### config.mk
export PLATFORM = sky130hd
export DESIGN_NAME = pipe_hazard_ctrl
export DESIGN_NICKNAME = d
export VERILOG_FILES = /design/src/rtl/pipe_hazard_ctrl.sv
export SDC_FILE = /design/constraint.sdc
export NUM_CORES = 1
export LEC_CHECK = 0
export ABC_AREA = 1
export CAP_MARGIN = 0
export CORE_ASPECT_RATIO = 2
export CORE_MARGIN = 5
export CORE_UTILIZATION = 47
export DETAILED_ROUTE_END_ITERATION = 10
export PLACE_DENSITY = 0.76
export SYNTH_ARGS = -nofsm -noshare
export SYNTH_HDL_FRONTEND = slang
export SYNTH_SLANG_ARGS = --single-unit
### constraint.sdc
create_clock -name clk -period 1.9 [get_ports clk]
set_clock_uncertainty 0.05 [all_clocks]
set_input_delay 0.285 -clock clk [delete_from_list [all_inputs] [get_ports clk]]
set_output_delay 0.285 -clock clk [all_outputs]
set_load 0.02 [all_outputs]
### src/rtl/pipe_hazard_ctrl.sv
// Five-stage MIPS pipeline sequencer: run/halt FSM, load-use stall, EXE forwarding selects.
// Define PERF_CNT_EN to add saturating stall_cnt / flush_cnt performance counters.
module pipe_hazard_ctrl #(
  parameter int REG_AW = 5
`ifdef PERF_CNT_EN
  , parameter int CNT_W = 16
`endif
) (
  input  logic              clk,
  input  logic              rst,
  input  logic              start,
  input  logic              halt_req,
  input  logic              id_valid,
  input  logic [REG_AW-1:0] id_rs,
  input  logic [REG_AW-1:0] id_rt,
  input  logic              id_use_rs,
  input  logic              id_use_rt,
  input  logic              id_wreg,
  input  logic              id_m2reg,
  input  logic [REG_AW-1:0] id_dest,
  input  logic              id_branch_taken,
  output logic              pc_we,
  output logic              ifid_we,
  output logic              ifid_flush,
  output logic              idexe_bubble,
  output logic [1:0]        fwda,
  output logic [1:0]        fwdb,
  output logic              running,
  output logic              halted
`ifdef PERF_CNT_EN
  ,
  output logic [CNT_W-1:0]  stall_cnt,
  output logic [CNT_W-1:0]  flush_cnt
`endif
);

  typedef enum logic [1:0] {IDLE, RUN, DRAIN, HALTED} state_t;

  typedef struct packed {
    logic              valid;
    logic              wreg;
    logic              m2reg;
    logic [REG_AW-1:0] dest;
  } slot_t;

  state_t      state_q, state_d;
  logic [1:0]  drain_q, drain_d;
  slot_t       exe_q, exe_d, mem_q, mem_d;
  logic [1:0]  fwda_q, fwda_d, fwdb_q, fwdb_d;
  logic        hazard;
  logic        issue;

  // EXE beats MEM; a load in EXE cannot forward yet, so it falls through to MEM or the regfile.
  function automatic logic [1:0] fwd_sel(input logic [REG_AW-1:0] src,
                                         input slot_t exe, input slot_t mem);
    if (exe.valid && exe.wreg && !exe.m2reg && (exe.dest != '0) && (exe.dest == src))
      fwd_sel = 2'b01;
    else if (mem.valid && mem.wreg && (mem.dest != '0) && (mem.dest == src))
      fwd_sel = mem.m2reg ? 2'b11 : 2'b10;
    else
      fwd_sel = 2'b00;
  endfunction

  always_comb begin
    hazard = id_valid && exe_q.valid && exe_q.wreg && exe_q.m2reg && (exe_q.dest != '0) &&
             ((id_use_rs && (id_rs == exe_q.dest)) || (id_use_rt && (id_rt == exe_q.dest)));
  end

  always_comb begin
    state_d      = state_q;
    drain_d      = drain_q;
    pc_we        = 1'b0;
    ifid_we      = 1'b0;
    ifid_flush   = 1'b1;
    idexe_bubble = 1'b1;
    case (state_q)
      IDLE, HALTED: begin
        if (start) state_d = RUN;
      end
      RUN: begin
        if (hazard) begin
          // Stall overrides both a taken branch and a halt request; both re-evaluate next cycle.
          ifid_flush = 1'b0;
        end else if (halt_req) begin
          idexe_bubble = ~id_valid;
          pc_we        = id_branch_taken;
          state_d      = DRAIN;
          drain_d      = 2'd3;
        end else begin
          pc_we        = 1'b1;
          ifid_we      = 1'b1;
          idexe_bubble = ~id_valid;
          ifid_flush   = id_branch_taken;
        end
      end
      DRAIN: begin
        drain_d = drain_q - 2'd1;
        if (drain_q == 2'd1) state_d = HALTED;
      end
      default: state_d = IDLE;
    endcase
  end

  always_comb begin
    issue  = id_valid && !idexe_bubble && (state_q == RUN);
    mem_d  = exe_q;
    exe_d  = '0;
    fwda_d = 2'b00;
    fwdb_d = 2'b00;
    if (issue) begin
      exe_d  = '{valid: 1'b1, wreg: id_wreg, m2reg: id_m2reg, dest: id_dest};
      fwda_d = fwd_sel(id_rs, exe_q, mem_q);
      fwdb_d = fwd_sel(id_rt, exe_q, mem_q);
    end
  end

  always_ff @(posedge clk or posedge rst) begin
    if (rst) begin
      state_q <= IDLE;
      drain_q <= 2'd0;
      exe_q   <= '0;
      mem_q   <= '0;
      fwda_q  <= 2'b00;
      fwdb_q  <= 2'b00;
    end else begin
      state_q <= state_d;
      drain_q <= drain_d;
      exe_q   <= exe_d;
      mem_q   <= mem_d;
      fwda_q  <= fwda_d;
      fwdb_q  <= fwdb_d;
    end
  end

  assign fwda    = fwda_q;
  assign fwdb    = fwdb_q;
  assign running = (state_q == RUN);
  assign halted  = (state_q == HALTED);

`ifdef PERF_CNT_EN
  logic [CNT_W-1:0] stall_cnt_q, stall_cnt_d, flush_cnt_q, flush_cnt_d;

  // Counters only advance in RUN and stick at all-ones instead of wrapping.
  always_comb begin
    stall_cnt_d = stall_cnt_q;
    flush_cnt_d = flush_cnt_q;
    if (state_q == RUN) begin
      if (hazard && (stall_cnt_q != '1))
        stall_cnt_d = stall_cnt_q + CNT_W'(1);
      if (!hazard && id_branch_taken && (flush_cnt_q != '1))
        flush_cnt_d = flush_cnt_q + CNT_W'(1);
    end
  end

  always_ff @(posedge clk or posedge rst) begin
    if (rst) begin
      stall_cnt_q <= '0;
      flush_cnt_q <= '0;
    end else begin
      stall_cnt_q <= stall_cnt_d;
      flush_cnt_q <= flush_cnt_d;
    end
  end

  assign stall_cnt = stall_cnt_q;
  assign flush_cnt = flush_cnt_q;
`endif

endmodule

==> metrics <==
post-synthesis register bit count 24; GRT Total Usage between 10% and 20%; syn avg cell area 7.84 µm²; final WL 3.27 mm; Seq/Total Area, Yosys 45.8%; initial DRC count 21; Core Box Area between 2000 and 3000 µm²; critical path class register to output pin; Critical Path End Type output pin; fin crit period 1940 ps; largest net degree at the start of global routing 25; number of global-route vias before repair 1306; CP top delay family simple AND/OR/NAND/NOR gates; DRT Pass-1 Iters 4; leading area contributor after synthesis dfrtp_1; Worst setup SP type register; DRC 0; Post-Syn Nets 197; initial antenna violation count 0; gp weighted congestion 0.936; pins over their slew limit 0; Critical R2R Capture fwdb[1]; Yosys warning count 0; area share of the largest cell type after synthesis a little under half; count of cell types in the netlist 18; outcome complete, but fails checks; Cell Pwr Density roughly 1000 nW/µm²; main area contributors after synthesis dfrtp_1 46%, nand2_1 12%, inv_1 8.9%; clk sinks 24; crit-path most repeated cell nand2_1; R2R cell count 13; IO Port Bufs 34; Max clock buf depth 2; CTS root buf clkbuf_8; setup TNS -73.8 ps; Gate Count Post-Synth between 150 and 200; Worst Hold Class input pin to async pin; area occupied by multi-input gates 617 µm²; max incr delay on CP approximately 440 ps; num rows 27; Initial Util 47.9%; DR vias/cell 4.91; worst-margin pin slew 296 ps; Slew HR between 80 and 90%; violated checks setup timing; total design power 1.99 mW; Worst EP required ~1600 ps; layout cell share with drive strength beyond 1 26.1%; most frequent cells in the layout 35 x nand2_1, 28 x inv_1, 27 x buf_4; Area Overhead vs Synth 49.8%; I/O Pins 35; critical path arrival 1600 ps; Post-Syn Area between 1000 and 1500 µm²; # H-tree levels 1; die height 84.7 µm; Sequential Area approximately 600 µm²; Avg WL per Cell between 10 and 15 µm; final period utilization 102%; post-route setup slack -38.1 ps; Crit Reg-Reg Startpoint exe_q[3]; Max Freq 516 MHz; nets@finish 261; Inserted Diodes 0; CP Max Fanout 4; RSZ-0062 raised after global routing yes; antenna viol nets, final 0; P_leak between 1 and 1.5 nW; R2R Setup Slk roughly 90 ps; CP max-delay cell dfrtp_1; worst skew pair latency ~260 ps; grt ovf 0; via count about 1300; # setup viols final 3; MaxCap Viol Count 0; Die W 47.3 µm; Fin. Hold Viols 0; CTS tree built; CTS clk-pin slew, worst paths 80 ps; Num CTS Buffers 3; DP HPWL 2.51 mm; CP Buf/Inv Count 2; most common cell after layout, fill and taps aside nand2_1; maximum VDD drop approximately 0.00085 V; CP Cell Sequence inv_2, nand2_1, nand2_1, nor2_4, nand4_1, nand2_2, nand3_2, a21boi_2, buf_6; Fill cells 206; first-pass GRT wire length 5.22 mm; Die ar. 4010 µm²
## area by class of cell
type                       instances  area share, %
multi-input combinational        109           31.4
tap                               29           1.85
timing repair buffer              60           26.9
inverter                          33           6.31
sequential                        24           30.7
clock buffer                       4           2.81
## synth_stat cells, drive strengths merged
| library cell | count |
|---|---|
| nand4 | 6 |
| or2 | 2 |
| nand3 | 11 |
| dfrtp | 24 |
| a21oi | 3 |
| a21boi | 1 |
| nor3 | 2 |
| xor2 | 2 |
| xnor2 | 10 |
| o22ai | 1 |
| ha | 5 |
| nand2 | 44 |
| nor2 | 22 |
| buf | 1 |
| inv | 33 |
## sequential cells by signal (all words and copies together) (netlist names)
name / flops
fwda: 2
fwdb: 2
drain_q: 2
exe_q: 8
state_q: 2
mem_q: 8
## repair_timing
item                                    CTS  global route
hold buffers                              0             0
pin swaps                                 9            10
hold endpoints to repair                  0             0
endpoints found under the setup margin    5             7
buffers inserted                          6             2
gates resized for setup                  33            21
## per-layer routing
layer,routed length (µm),up-vias,track usage (%)
met3,144,8,3.43
li1,-,631,-
met2,1920,38,31.3
met1,1150,595,17.8
met4,55,0,6.05
met5,0,-,0
## worst max path at each step
stage | cells past startpoint | endpoint | startpoint
after floorplan | 3 | ifid_flush | state_q[0]
after global placement | 10 | ifid_flush | id_rt[3]
after detailed placement | 10 | ifid_flush | id_rt[3]
after CTS | 7 | ifid_flush | exe_q[1]
after global routing | 10 | pc_we | exe_q[1]
final | 9 | ifid_flush | exe_q[1]
## worst register-to-register path, cell delays in order (launching register included)
cell	delay, ps
dfrtp_1	420
inv_2	100
nand2_2	60
nand2_2	50
nor2_2	40
buf_4	120
buf_4	120
buf_4	120
buf_4	120
buf_4	120
buf_4	120
nand4_1	100
nand3_1	100
nor2_1	110
## where the power goes
group	internal (mW)	total, mW	switching (mW)
registers	0.619	0.707	0.0877
logic	0.454	0.951	0.497
clock network	0.185	0.335	0.150
## per-stage QoR
stage,std cells,instance area (µm²),util (%),setup slack [ps],hold slack (ps)
5_1_grt,259,1960,71.7,-128,332
3_3_place_gp,247,1810,66.2,-515,308
6_report,259,1960,71.7,-38.1,311
3_5_place_dp,247,1810,66.2,-531,310
4_1_cts,257,1900,69.3,-37.9,320
2_1_floorplan,167,1310,-,129,250
## logic make-up (layout without fill, tap and decap cells)
family                   after synthesis  in the layout  synth area share [%]
AO/OA/AOI/OAI                          5              5                  2.20
XOR/XNOR                              12             12                  8.02
adder cells (fa/ha/maj)                5              5                  4.78
buffers and inverters                 34             97                  10.3
flip-flops                            24             24                  45.8
AND/OR/NAND/NOR                       87             87                  28.8
Note: power is estimated with default switching activity, not from simulation.
